**src/rtl/beep_scheduler.sv**
```systemverilog
// beep_scheduler: queues wall/block hit requests and plays each as a
// square-wave beep followed by a silent gap, feeding the audio DAC FIFO.
// Ports: CLOCK_50 (clock), reset (sync, active high),
//   wall_obstacle / block_obstacle (level requests),
//   audio_out_allowed (FIFO has space) -> write_audio_out (strobe),
//   sample_out (signed sample), beep_active, tone_sel (01 wall, 10 block).
module beep_scheduler #(
  parameter int unsigned BEEP_CYCLES = 10000000,
  parameter int unsigned GAP_CYCLES  = 2500000,
  parameter int unsigned WALL_HALF   = 24,
  parameter int unsigned BLOCK_HALF  = 48,
  parameter logic [31:0] AMP         = 32'h01000000
) (
  input  logic        CLOCK_50,
  input  logic        reset,
  input  logic        wall_obstacle,
  input  logic        block_obstacle,
  input  logic        audio_out_allowed,
  output logic        write_audio_out,
  output logic [31:0] sample_out,
  output logic        beep_active,
  output logic [1:0]  tone_sel
);

  typedef enum logic [1:0] {
    IDLE,
    BEEP,
    GAP
  } state_e;

  localparam logic [1:0] TONE_NONE  = 2'b00;
  localparam logic [1:0] TONE_WALL  = 2'b01;
  localparam logic [1:0] TONE_BLOCK = 2'b10;

  localparam logic [31:0] BEEP_LAST  = 32'(BEEP_CYCLES - 1);
  localparam logic [31:0] GAP_LAST   = 32'(GAP_CYCLES - 1);
  localparam logic [15:0] WALL_LAST  = 16'(WALL_HALF - 1);
  localparam logic [15:0] BLOCK_LAST = 16'(BLOCK_HALF - 1);
  localparam logic [31:0] AMP_NEG    = ~AMP + 32'd1;

  state_e      state_q, state_d;
  logic [1:0]  req_q, req_d;
  logic        armed_q, armed_d;
  logic [1:0]  pend_q, pend_d;
  logic [1:0]  src_q, src_d;
  logic [31:0] cnt_q, cnt_d;
  logic [15:0] scnt_q, scnt_d;
  logic        phase_q, phase_d;

  logic [1:0]  req_in;
  logic [1:0]  req_edge;
  logic [1:0]  clr;
  logic        start;
  logic [15:0] half_last;

  assign req_in = {block_obstacle, wall_obstacle};

  // armed_q masks the first cycle after reset so a level held
  // through reset is captured without being seen as an edge.
  assign req_edge = req_in & ~req_q & {2{armed_q}};

  assign half_last = (src_q == TONE_WALL) ? WALL_LAST : BLOCK_LAST;

  always_comb begin
    state_d = state_q;
    req_d   = req_in;
    armed_d = 1'b1;
    src_d   = src_q;
    cnt_d   = cnt_q;
    scnt_d  = scnt_q;
    phase_d = phase_q;
    clr     = 2'b00;
    start   = 1'b0;

    unique case (state_q)
      IDLE: begin
        start = |pend_q;
      end
      BEEP: begin
        cnt_d = cnt_q + 32'd1;
        if (cnt_q == BEEP_LAST) begin
          state_d = GAP;
          cnt_d   = 32'd0;
        end
        if (audio_out_allowed) begin
          if (scnt_q == half_last) begin
            scnt_d  = 16'd0;
            phase_d = ~phase_q;
          end else begin
            scnt_d = scnt_q + 16'd1;
          end
        end
      end
      GAP: begin
        cnt_d = cnt_q + 32'd1;
        if (cnt_q == GAP_LAST) begin
          cnt_d = 32'd0;
          if (|pend_q) begin
            start = 1'b1;
          end else begin
            state_d = IDLE;
          end
        end
      end
      default: begin
        state_d = IDLE;
      end
    endcase

    if (start) begin
      state_d = BEEP;
      cnt_d   = 32'd0;
      scnt_d  = 16'd0;
      phase_d = 1'b1;
      if (pend_q[0]) begin
        src_d = TONE_WALL;
        clr   = 2'b01;
      end else begin
        src_d = TONE_BLOCK;
        clr   = 2'b10;
      end
    end

    // A fresh edge on the same cycle its beep starts stays pending.
    pend_d = (pend_q & ~clr) | req_edge;
  end

  always_ff @(posedge CLOCK_50) begin
    if (reset) begin
      state_q <= IDLE;
      req_q   <= 2'b00;
      armed_q <= 1'b0;
      pend_q  <= 2'b00;
      src_q   <= TONE_NONE;
      cnt_q   <= 32'd0;
      scnt_q  <= 16'd0;
      phase_q <= 1'b0;
    end else begin
      state_q <= state_d;
      req_q   <= req_d;
      armed_q <= armed_d;
      pend_q  <= pend_d;
      src_q   <= src_d;
      cnt_q   <= cnt_d;
      scnt_q  <= scnt_d;
      phase_q <= phase_d;
    end
  end

  // Outputs are gated by reset so they read silent during reset.
  always_comb begin
    write_audio_out = audio_out_allowed;
    beep_active     = ~reset & (state_q == BEEP);
    tone_sel        = beep_active ? src_q : TONE_NONE;
    sample_out      = 32'd0;
    if (beep_active) begin
      sample_out = phase_q ? AMP : AMP_NEG;
    end
  end

endmodule

```
**config.mk**
```make
export PLATFORM = sky130hd
export DESIGN_NAME = beep_scheduler
export DESIGN_NICKNAME = d
export VERILOG_FILES = /design/src/rtl/beep_scheduler.sv
export SDC_FILE = /design/constraint.sdc
export NUM_CORES = 1
export LEC_CHECK = 0
export BUFFER_PORTS_ARGS = -buffer_cell sky130_fd_sc_hd__buf_2
export CAP_MARGIN = 10
export CORE_UTILIZATION = 45
export CTS_CLUSTER_SIZE = 8
export DETAILED_ROUTE_END_ITERATION = 10
export HOLD_SLACK_MARGIN = 0.02
export PLACE_DENSITY = 0.73
export RECOVER_POWER = 100
export SKIP_LAST_GASP = 1
export SLEW_MARGIN = 20
export SYNTH_ARGS = -nofsm -noshare
export SYNTH_HDL_FRONTEND = slang
export SYNTH_SLANG_ARGS = --single-unit
```
**constraint.sdc**
```tcl
create_clock -name CLOCK_50 -period 2.2 [get_ports CLOCK_50]
set_clock_uncertainty 0.1 [all_clocks]
set_input_delay 0.66 -clock CLOCK_50 [delete_from_list [all_inputs] [get_ports CLOCK_50]]
set_output_delay 0.66 -clock CLOCK_50 [all_outputs]
set_load 0.03 [all_outputs]
```
==> impl_metrics.tcl <==
set metrics [dict create \
    viasPerCell 5.10 \
    cp.required_ps 1440 \
    max_freq_ghz 0.447 \
    startpoint_type "register" \
    path_class "register to output port" \
    cts-hold-fix-buffers 0 \
    comb_power_share 0.130 \
    violations "negative setup slack" \
    syn-cell-area_mm2 0.00301 \
    cap_violations 0 \
    worstPathArrival_ps 1480 \
    clockBufferDepth 2 \
    top_layer "met4" \
    finalCriticalPeriod_ps 2240 \
    ir_drop_v 0.000422 \
    numCtsBuffers 9 \
    intPower_mw 1.61 \
    place_congestion 0.855 \
    clock-sinks 58 \
    stdcell_area_mm2 0.00364 \
    cts-root-buf "clkbuf_8" \
    fin_crit_sh 1.02 \
    slew_viol_final 0 \
    min_path_type "register to register" \
    switchingPower_mw 0.649 \
    cts_tree "done" \
    start_util 0.471 \
    die_w_um 83.8 \
    seq_power_share 0.480 \
    synthDistinctLibCells 42 \
    grt_max_degree 27 \
    finalWirelength_um 6200 \
    synth_seq_cells 58 \
    core-area_mm2 0.00639 \
    wl_met2_um 3060 \
    post_drt_wl_per_cell_um 12.6 \
    async_flop_share 0 \
    area.growth.synth_to_final_pct 21.0 \
    ant_nets 0 \
    n_antenna_cell 0 \
    grt_pass1_vias 2311 \
    seq_area_frac_synth 0.386 \
    rsz0062_at_grt "true" \
    nets 420 \
    antenna_found_initial 0 \
    grt_pass1_wl_um 10000 \
    p_per_area_mw_per_mm2 620 \
    synth_top_area_share 0.386 \
    finalSetupTns_ps -314 \
    drt_iter0_drc 99 \
    synth-edff-count 0 \
    status "complete, but fails checks" \
    leakagePower_nw 1.37 \
    timing.hold.ws_ps 373 \
    end_kind "output port" \
    yosys_warnings 0 \
    ys_top_cells_by_area "dfxtp_1, nor2_1, buf_4" \
    die_h_um 83.8 \
    io_pins 41 \
    layout_setup_ws_ps -38.0 \
    syn_area_per_cell_um2 8.29 \
    cp_max_fo 7 \
    sw_frac_of_total 0.287 \
    wl_met1_um 2690 \
    track_usage 0.178 \
    synth_area_leader_cell "dfxtp_1" \
    syn_inst 363 \
    worstSkewPairLatency_ps 350 \
    drtPass1Iterations 5 \
    clock_power_share 0.391 \
    most-common-layout-cells "nor2_1, dfxtp_1, nand2_1" \
    ys.flop_type "dfxtp_1" \
    dr_wl_met3_um 364 \
    drc_errors 0 \
    path_clk_slew_ps 80 \
    fp.dieArea_mm2 0.00702 \
    finalPower_mw 2.26 \
    final-hold-violation-count 0 \
    dp_hpwl_um 4110 \
    dpl_cell_area_mm2 0.00320 \
    num_rows 29 \
    htree_levels 3 \
    final_common_cell "nor2_1" \
    setup_viol_count_final 13 \
    vias 2508 \
    overflow 0 \
    drive_above_1_share 0.224 \
    portBuffers 16 \
]
cell usage after synthesis, types with 2 or more instances:
| cell type | instances |
|---|---|
| nor4bb_1 | 2 |
| nand2_1 | 36 |
| and3_1 | 5 |
| nand4_1 | 10 |
| nor3_1 | 2 |
| nor2b_1 | 4 |
| nor4b_1 | 4 |
| nand3_1 | 18 |
| nor2_1 | 68 |
| buf_2 | 2 |
| buf_4 | 33 |
| o21ai_0 | 4 |
| a21oi_1 | 13 |
| dfxtp_1 | 58 |
| inv_1 | 12 |
| nand3b_1 | 2 |
| xor2_1 | 23 |
| buf_6 | 3 |
| and2_1 | 7 |
| nor4_1 | 5 |
| ha_1 | 5 |
| and4_1 | 5 |
| or4_1 | 3 |
| xnor2_1 | 20 |
| mux2i_1 | 2 |
sequential cells by signal, indices dropped and copies added (netlist names):
name,flops
phase_q,1
src_q,2
state_q,2
armed_q,1
cnt_q,32
req_q,2
scnt_q,16
pend_q,2
routing by layer:
layer / GRT usage / vias to the layer above
met5: 0 / -
met4: 0.0847 / 0
met3: 0.0475 / 13
met2: 0.300 / 80
met1: 0.209 / 1162
li1: - / 1253
worst paths after layout:
kind	startpoint	to	slack (ps)	cells past startpoint
max	state_q[1]	sample_out[31]	-40	5
min	scnt_q[1]	scnt_q[1]	370	2
max reg2reg	cnt_q[17]	cnt_q[17]	-20	7
min reg2reg	scnt_q[1]	scnt_q[1]	370	2
cell type report:
cell class | count | area (um2)
fill | 581 | 2740
multi-input combinational | 277 | 1730
sequential | 58 | 1170
timing repair buffer | 52 | 420
clock buffer | 10 | 138
tap | 77 | 96.3
inverter | 12 | 45.0
clock inverter | 6 | 42.5
stage by stage:
step	utilization	setup slack [ps]	cells
3_3_place_gp	0.501	36.1	466
6_report	0.570	-38.0	492
2_1_floorplan	-	-157	386
3_5_place_dp	0.501	9.68	466
5_1_grt	0.570	-116	492
4_1_cts	0.542	-81.8	484
power by group through the flow:
stage,Clock [mW],Sequential [mW],Combinational [mW]
final,0.883,1.08,0.293
after global routing,0.950,1.09,0.315
after CTS,0.904,1.08,0.266
after detailed placement,0,1.10,0.248
after global placement,0,1.10,0.246
after floorplan,0,1.10,0.234
critical path, cell delays in order, from the launching register on:
cell and delay, ps:
dfxtp_2 330, inv_2 70, ha_4 130, nor2b_4 150, nor2b_4 280, buf_6 170
logic make-up after synthesis:
group           after synthesis  share of synthesized area
compound gates               25                     0.0540
other cells                   1                    0.00125
simple gates                178                      0.293
xor+xnor                     43                      0.125
flops                        58                      0.386
mux                           2                    0.00665
buf+inv                      51                      0.113
fa+ha+maj                     5                     0.0208
what timing repair did:
action,CTS,global route
cloned,0,2
resized for setup,20,24
pin swaps,1,12
buffers inserted,2,6
endpoints found under the setup margin,10,58
(Power assumes the default switching activity.)
